$ cat config.mk
export PLATFORM = sky130hd
export DESIGN_NAME = datapath_controller_flat
export DESIGN_NICKNAME = d
export VERILOG_FILES = /design/src/rtl/datapath_controller_if.sv /design/src/rtl/datapath_controller.sv /design/src/flat_wrapper.sv
export SDC_FILE = /design/constraint.sdc
export NUM_CORES = 1
export LEC_CHECK = 0
export ABC_AREA = 1
export CAP_MARGIN = 30
export CORE_MARGIN = 8
export CORE_UTILIZATION = 24
export DETAILED_ROUTE_END_ITERATION = 12
export HOLD_SLACK_MARGIN = 0.08
export PLACE_DENSITY = 0.71
export SYNTH_ARGS = -nofsm -noshare
export SYNTH_HDL_FRONTEND = slang
export SYNTH_SLANG_ARGS = --single-unit
export TNS_END_PERCENT = 1
$ cat constraint.sdc
create_clock -name clk -period 1.8 [get_ports clk]
set_input_delay 0.54 -clock clk [delete_from_list [all_inputs] [get_ports clk]]
set_output_delay 0.54 -clock clk [all_outputs]
set_load 0.005 [all_outputs]
$ cat src/rtl/datapath_controller_if.sv
// Handshake/control bundle between the instruction controller and the datapath.
// The controller owns the master side; the datapath (or a bench) owns the slave side.
interface datapath_controller_if;
    logic        run;
    logic [31:0] IR;
    logic [3:0]  SF;
    logic        AS, PC_Sel, K_Sel, IL, SL, C0, MW, RW;
    logic [1:0]  DS, PS;
    logic [4:0]  FS, DA, SA, SB;
    logic [63:0] K;
    logic [2:0]  state;
    logic        halted, illegal;

    modport master (
        input  run, IR, SF,
        output AS, PC_Sel, K_Sel, IL, SL, C0, MW, RW,
        output DS, PS, FS, DA, SA, SB, K, state, halted, illegal
    );

    modport slave (
        output run, IR, SF,
        input  AS, PC_Sel, K_Sel, IL, SL, C0, MW, RW,
        input  DS, PS, FS, DA, SA, SB, K, state, halted, illegal
    );
endinterface

$ cat src/rtl/datapath_controller.sv
// Multi-cycle instruction controller: IDLE/FETCH/DECODE/EXEC/MEM/HALT sequencer
// producing registered datapath control words.
module datapath_controller #(
    parameter logic [1:0] PS_HOLD = 2'b00,
    parameter logic [1:0] PS_INC  = 2'b01,
    parameter logic [1:0] PS_LOAD = 2'b10,
    parameter logic [1:0] PS_ADD  = 2'b11,
    parameter logic [4:0] FS_ADD  = 5'b01000,
    parameter int         Z_BIT   = 1
) (
    input  logic                         clk,
    input  logic                         rst,
    datapath_controller_if.master        bus
);
    typedef enum logic [2:0] {
        IDLE = 3'd0, FETCH = 3'd1, DECODE = 3'd2, EXEC = 3'd3, MEM = 3'd4, HALT = 3'd5
    } state_t;

    typedef struct packed {
        logic       asel, pc_sel, k_sel, il, sl, c0, mw, rw;
        logic [1:0] ds, ps;
        logic [4:0] fs, da, sa, sb;
        logic       halted, illegal;
    } ctl_t;

    localparam logic [5:0] OP_ALU = 6'b000000, OP_ADDI = 6'b000001, OP_LDR = 6'b000010,
                           OP_STR = 6'b000011, OP_B    = 6'b000100, OP_BEQ  = 6'b000101,
                           OP_BR  = 6'b000110, OP_HALT = 6'b111111;

    state_t state;
    ctl_t   ctl;

    function automatic state_t next_state(state_t s, logic run, logic [5:0] op);
        case (s)
            IDLE:    next_state = run ? FETCH : IDLE;
            FETCH:   next_state = DECODE;
            DECODE:  next_state = run ? EXEC : IDLE;
            EXEC:    next_state = (op == OP_LDR) ? MEM : (op == OP_HALT) ? HALT : FETCH;
            MEM:     next_state = FETCH;
            HALT:    next_state = HALT;
            default: next_state = IDLE;
        endcase
    endfunction

    // Control word for the state being entered; IR/SF are stable across the edge
    // that enters EXEC because IR was loaded in FETCH and SF by the previous EXEC.
    function automatic ctl_t decode(state_t s, logic [31:0] ir, logic [3:0] sf);
        ctl_t c;
        c    = '0;
        c.ps = PS_HOLD;
        c.fs = FS_ADD;
        c.da = ir[25:21];
        c.sa = ir[20:16];
        c.sb = ir[15:11];
        case (s)
            FETCH:  begin c.asel = 1'b1; c.ds = 2'b11; c.il = 1'b1; end
            DECODE: c.ps = PS_INC;
            EXEC: begin
                case (ir[31:26])
                    OP_ALU:  begin c.fs = ir[10:6]; c.rw = 1'b1; c.sl = 1'b1; end
                    OP_ADDI: begin c.k_sel = 1'b1; c.rw = 1'b1; c.sl = 1'b1; end
                    OP_LDR:  begin c.k_sel = 1'b1; c.ds = 2'b11; end
                    OP_STR:  begin c.k_sel = 1'b1; c.sb = ir[25:21]; c.ds = 2'b10; c.mw = 1'b1; end
                    OP_B:    begin c.pc_sel = 1'b1; c.ps = PS_ADD; end
                    OP_BEQ:  begin c.pc_sel = 1'b1; c.ps = sf[Z_BIT] ? PS_ADD : PS_HOLD; end
                    OP_BR:   c.ps = PS_LOAD;
                    OP_HALT: ;
                    default: c.illegal = 1'b1;
                endcase
            end
            MEM:    begin c.k_sel = 1'b1; c.ds = 2'b11; c.rw = 1'b1; end
            HALT:   c.halted = 1'b1;
            default: ;
        endcase
        return c;
    endfunction

    always_ff @(posedge clk or posedge rst) begin
        if (rst) begin
            state   <= IDLE;
            ctl     <= '0;
            ctl.ps  <= PS_HOLD;
            ctl.fs  <= FS_ADD;
        end else begin
            state <= next_state(state, bus.run, bus.IR[31:26]);
            ctl   <= decode(next_state(state, bus.run, bus.IR[31:26]), bus.IR, bus.SF);
        end
    end

    assign bus.AS      = ctl.asel;
    assign bus.PC_Sel  = ctl.pc_sel;
    assign bus.K_Sel   = ctl.k_sel;
    assign bus.IL      = ctl.il;
    assign bus.SL      = ctl.sl;
    assign bus.C0      = ctl.c0;
    assign bus.MW      = ctl.mw;
    assign bus.RW      = ctl.rw;
    assign bus.DS      = ctl.ds;
    assign bus.PS      = ctl.ps;
    assign bus.FS      = ctl.fs;
    assign bus.DA      = ctl.da;
    assign bus.SA      = ctl.sa;
    assign bus.SB      = ctl.sb;
    assign bus.halted  = ctl.halted;
    assign bus.illegal = ctl.illegal;
    assign bus.state   = state;
    assign bus.K       = {{48{bus.IR[15]}}, bus.IR[15:0]};

    logic unused_bits;
    assign unused_bits = ^{bus.IR[5:0], bus.SF};
endmodule

$ cat src/flat_wrapper.sv
// flat-port wrapper written by rule: the top's interface ports become plain ports
module datapath_controller_flat 
#(
    parameter logic [1:0] PS_HOLD = 2'b00,
    parameter logic [1:0] PS_INC  = 2'b01,
    parameter logic [1:0] PS_LOAD = 2'b10,
    parameter logic [1:0] PS_ADD  = 2'b11,
    parameter logic [4:0] FS_ADD  = 5'b01000,
    parameter int         Z_BIT   = 1
)
  (clk, rst, bus_run, bus_IR, bus_SF, bus_AS, bus_PC_Sel, bus_K_Sel, bus_IL, bus_SL, bus_C0, bus_MW, bus_RW, bus_DS, bus_PS, bus_FS, bus_DA, bus_SA, bus_SB, bus_K, bus_state, bus_halted, bus_illegal);
  datapath_controller_if bus_i ();
  input  logic clk;
  input  logic rst;
  input wire logic [$bits(bus_i.run)-1:0] bus_run;
  input wire logic [$bits(bus_i.IR)-1:0] bus_IR;
  input wire logic [$bits(bus_i.SF)-1:0] bus_SF;
  output wire logic [$bits(bus_i.AS)-1:0] bus_AS;
  output wire logic [$bits(bus_i.PC_Sel)-1:0] bus_PC_Sel;
  output wire logic [$bits(bus_i.K_Sel)-1:0] bus_K_Sel;
  output wire logic [$bits(bus_i.IL)-1:0] bus_IL;
  output wire logic [$bits(bus_i.SL)-1:0] bus_SL;
  output wire logic [$bits(bus_i.C0)-1:0] bus_C0;
  output wire logic [$bits(bus_i.MW)-1:0] bus_MW;
  output wire logic [$bits(bus_i.RW)-1:0] bus_RW;
  output wire logic [$bits(bus_i.DS)-1:0] bus_DS;
  output wire logic [$bits(bus_i.PS)-1:0] bus_PS;
  output wire logic [$bits(bus_i.FS)-1:0] bus_FS;
  output wire logic [$bits(bus_i.DA)-1:0] bus_DA;
  output wire logic [$bits(bus_i.SA)-1:0] bus_SA;
  output wire logic [$bits(bus_i.SB)-1:0] bus_SB;
  output wire logic [$bits(bus_i.K)-1:0] bus_K;
  output wire logic [$bits(bus_i.state)-1:0] bus_state;
  output wire logic [$bits(bus_i.halted)-1:0] bus_halted;
  output wire logic [$bits(bus_i.illegal)-1:0] bus_illegal;
  assign bus_i.run = bus_run;
  assign bus_i.IR = bus_IR;
  assign bus_i.SF = bus_SF;
  assign bus_AS = bus_i.AS;
  assign bus_PC_Sel = bus_i.PC_Sel;
  assign bus_K_Sel = bus_i.K_Sel;
  assign bus_IL = bus_i.IL;
  assign bus_SL = bus_i.SL;
  assign bus_C0 = bus_i.C0;
  assign bus_MW = bus_i.MW;
  assign bus_RW = bus_i.RW;
  assign bus_DS = bus_i.DS;
  assign bus_PS = bus_i.PS;
  assign bus_FS = bus_i.FS;
  assign bus_DA = bus_i.DA;
  assign bus_SA = bus_i.SA;
  assign bus_SB = bus_i.SB;
  assign bus_K = bus_i.K;
  assign bus_state = bus_i.state;
  assign bus_halted = bus_i.halted;
  assign bus_illegal = bus_i.illegal;
  datapath_controller #(.PS_HOLD(PS_HOLD), .PS_INC(PS_INC), .PS_LOAD(PS_LOAD), .PS_ADD(PS_ADD), .FS_ADD(FS_ADD), .Z_BIT(Z_BIT)) u_core (.clk(clk), .rst(rst), .bus(bus_i));
endmodule
==> flow_metrics.env <==
export IMPL_routed_wl_um=4894
export IMPL_leakagePower_nw=1.409
export IMPL_ys_ff_latch=35
export IMPL_fin_skew_ps=2.916
export IMPL_io_buffers=123
export IMPL_cp_num_buf_inv=2
export IMPL_final_max_slew_viol_count=0
export IMPL_synthCells=192
export IMPL_synth_area_mm2=0.001827
export IMPL_cts_hold_buffers=0
export IMPL_final_nets=318
export IMPL_drive_gt1_frac=0.2143
export IMPL_drc=0
export IMPL_grt_pass1_wl_um=6920
export IMPL_start_util=0.2414
export IMPL_crit_fanout=2
export IMPL_critical_path_max_stage_delay_ps=490
export IMPL_cts_buffers_inserted=5
export IMPL_synth_nets=231
export IMPL_synth_ff_type="dfrtp_1"
export IMPL_core_area_mm2=0.007567
export IMPL_start_kind="input pin"
export IMPL_overflow=0
export IMPL_synth_warnings=0
export IMPL_cts_sinks=35
export IMPL_first_pass_iters=3
export IMPL_place_ws_ps=-563.4
export IMPL_avgSynthCellArea_um2=9.514
export IMPL_grt_max_degree=36
export IMPL_dp_hpwl_um=4044
export IMPL_fin_setup_tns_ps=0
export IMPL_yosysMostFrequentCell="buf_4"
export IMPL_yosysTopAreaCell="dfrtp_1"
export IMPL_finalWorstSetupSlack_ps=24.14
export IMPL_clockBufferDepth=2
export IMPL_avgRoutedWirePerCell_um=12.81
export IMPL_synth_seq_area_share=0.4801
export IMPL_grt_pass1_vias=1359
export IMPL_instances_no_fill=382
export IMPL_viasPerCell=3.599
export IMPL_cp_arrival_ps=1240
export IMPL_reg2reg_depth=5
export IMPL_path_delay_family="buffers and inverters"
export IMPL_multi_input_area_um2=386.6
export IMPL_worstPathCellList="clkdlybuf4s50_1 -> clkdlybuf4s15_1"
export IMPL_diodes=0
export IMPL_power_density_mw_per_mm2=756.3
export IMPL_ir_drop_v=0.0003589
export IMPL_register_area_um2=879.6
export IMPL_synth_edf_count=0
export IMPL_synth_area_leaders="dfrtp_1 (47%), buf_4 (27%), nand2_1 (6.2%)"
export IMPL_clk_latency_ps=280
export IMPL_gp_congestion=0.8475
export IMPL_drv_cap=0
export IMPL_rows=32
export IMPL_synth_common_cells="buf_4 (66), dfrtp_1 (34), nand2_1 (30)"
export IMPL_min_period_ps=1776
export IMPL_period_share=0.9866
export IMPL_cp_required_ps=1260
export IMPL_synth_cell_type_count=24
export IMPL_clk_pin_slew_ps=70
export IMPL_dieHeight_um=103.2
export IMPL_grt_total_usage=0.08550
export IMPL_status="finished clean"
export IMPL_cts_root_buf="clkbuf_8"
export IMPL_dp_cells=372
export IMPL_die_w_um=103.2
export IMPL_yosysTopAreaCellShare=0.4658
export IMPL_setup_worst_path_end_class="output port"
export IMPL_htreeDepth=2
export IMPL_fmax_ghz=0.5631
export IMPL_area_growth_pct=59.93
export IMPL_rsz0062_at_grt="false"
export IMPL_path_class="input pin to output port"
export IMPL_antenna_found_initial=0
export IMPL_ios=140
export IMPL_crit_path_top_delay_cell="clkdlybuf4s50_1"
export IMPL_drt_antenna_violating_nets=0
export IMPL_async_flop_share=1.000
export IMPL_drt_initial_drc_count=60
export IMPL_worstHoldPathType="input pin to async pin"
export IMPL_fill_cells=751
export IMPL_hold_viol=0
export IMPL_cts_tree="done"
export IMPL_cp_depth=2
export IMPL_finalSetupViolations=0
export IMPL_num_vias=1375
export IMPL_die_area_mm2=0.01066
-- path summary, 6_finish.rpt --
path / start / endpoint / slack, ps
setup / recovery: bus_IR[11] / bus_K[11] / 20
hold / removal: rst / u_core.bus.PS[0] / 620
setup reg to reg: u_core.bus.state[0] / u_core.bus.PS[0] / 490
hold reg to reg: u_core.bus.state[2] / u_core.bus.state[2] / 680
max in group asynchronous: rst / u_core.bus.FS[3] / 940
min in group clk: bus_IR[15] / u_core.bus.SB[4] / 670
-- cell type report --
type	count	share of cell area
Tap cell	102	0.04368
Timing Repair Buffer	147	0.4732
Clock inverter	3	0.006852
Sequential cell	35	0.3011
Clock buffer	5	0.02355
Multi-Input combinational cell	75	0.1323
Inverter	15	0.01927
-- repair_timing --
action | CTS | global route
setup endpoints to repair | 61 | 9
gates cloned | 1 | 0
buffers inserted | 0 | 1
endpoints found under the hold margin | 0 | 0
pin swaps | 0 | 0
resized for setup | 73 | 8
-- report_power, final --
| part | internal [W] | total, W | switching [W] | leakage [nW] |
|---|---|---|---|---|
| Combinational | 0.000418 | 0.000743 | 0.000325 | 0.929 |
| Clock | 0.000269 | 0.000551 | 0.000282 | 0.0402 |
| Sequential | 0.000873 | 0.000915 | 0.0000424 | 0.440 |
| Total | 0.00156 | 0.00221 | 0.000649 | 1.41 |
-- per-stage QoR --
stage                     hold slack (ps)  total power (W)  cell area, um2  utilization
after floorplan                     571.4         0.001300            1827            -
after global placement              659.8         0.001697            2869       0.3791
after detailed placement            686.1         0.001715            2869       0.3791
after CTS                           621.2         0.002249            2915       0.3853
after global routing                645.4         0.002360            2922       0.3861
final                               621.7         0.002209            2922       0.3861
-- cell usage in the layout (no fill, tap or decap), drive strengths merged --
| cell | instances |
|---|---|
| dfrtp | 34 |
| clkdlybuf4s15 | 7 |
| dlygate4sd2 | 51 |
| o211ai | 1 |
| nand3b | 2 |
| dfstp | 1 |
| nor4 | 1 |
| o31ai | 1 |
| nand3 | 4 |
| clkbuf | 7 |
| clkinv | 1 |
| a21oi | 2 |
| nand2 | 38 |
| dlymetal6s2s | 1 |
| clkdlybuf4s50 | 61 |
| nand4 | 1 |
| inv | 15 |
| clkinvlp | 2 |
| buf | 25 |
| conb | 1 |
| nor2 | 21 |
| o21ai | 3 |
-- registers in the layout, indices dropped and copies added, names as in the netlist --
register,cells
u_core.bus.DS,2
u_core.bus.PC_Sel,1
u_core.bus.PS,2
u_core.bus.SB,5
u_core.bus.DA,5
u_core.bus.K_Sel,1
u_core.bus.illegal,1
u_core.bus.SA,5
u_core.bus.AS,1
u_core.bus.MW,1
u_core.bus.SL,1
u_core.bus.state,3
u_core.bus.FS,5
u_core.bus.RW,1
u_core.bus.halted,1
-- cells by family (layout without fill, tap and decap cells) --
group	Yosys count	after routing	share of synthesized area
AOI/OAI and AO/OA	7	7	0.03014
buffers and inverters	82	170	0.3082
DFF	35	35	0.4801
other	1	1	0.002053
and+or+nand+nor	67	67	0.1794
-- layer usage --
metal  vias to the layer above  track usage  part of all wire  wire length [um]
met4                         0      0.03671             0.011                55
met1                       617      0.09219              0.36              1779
met5                         -            0                 0                 0
met2                        56       0.1469              0.53              2617
met3                         2      0.03213             0.091               443
li1                        700            -                 -                 -
Note: power is estimated with default switching activity, not from simulation.
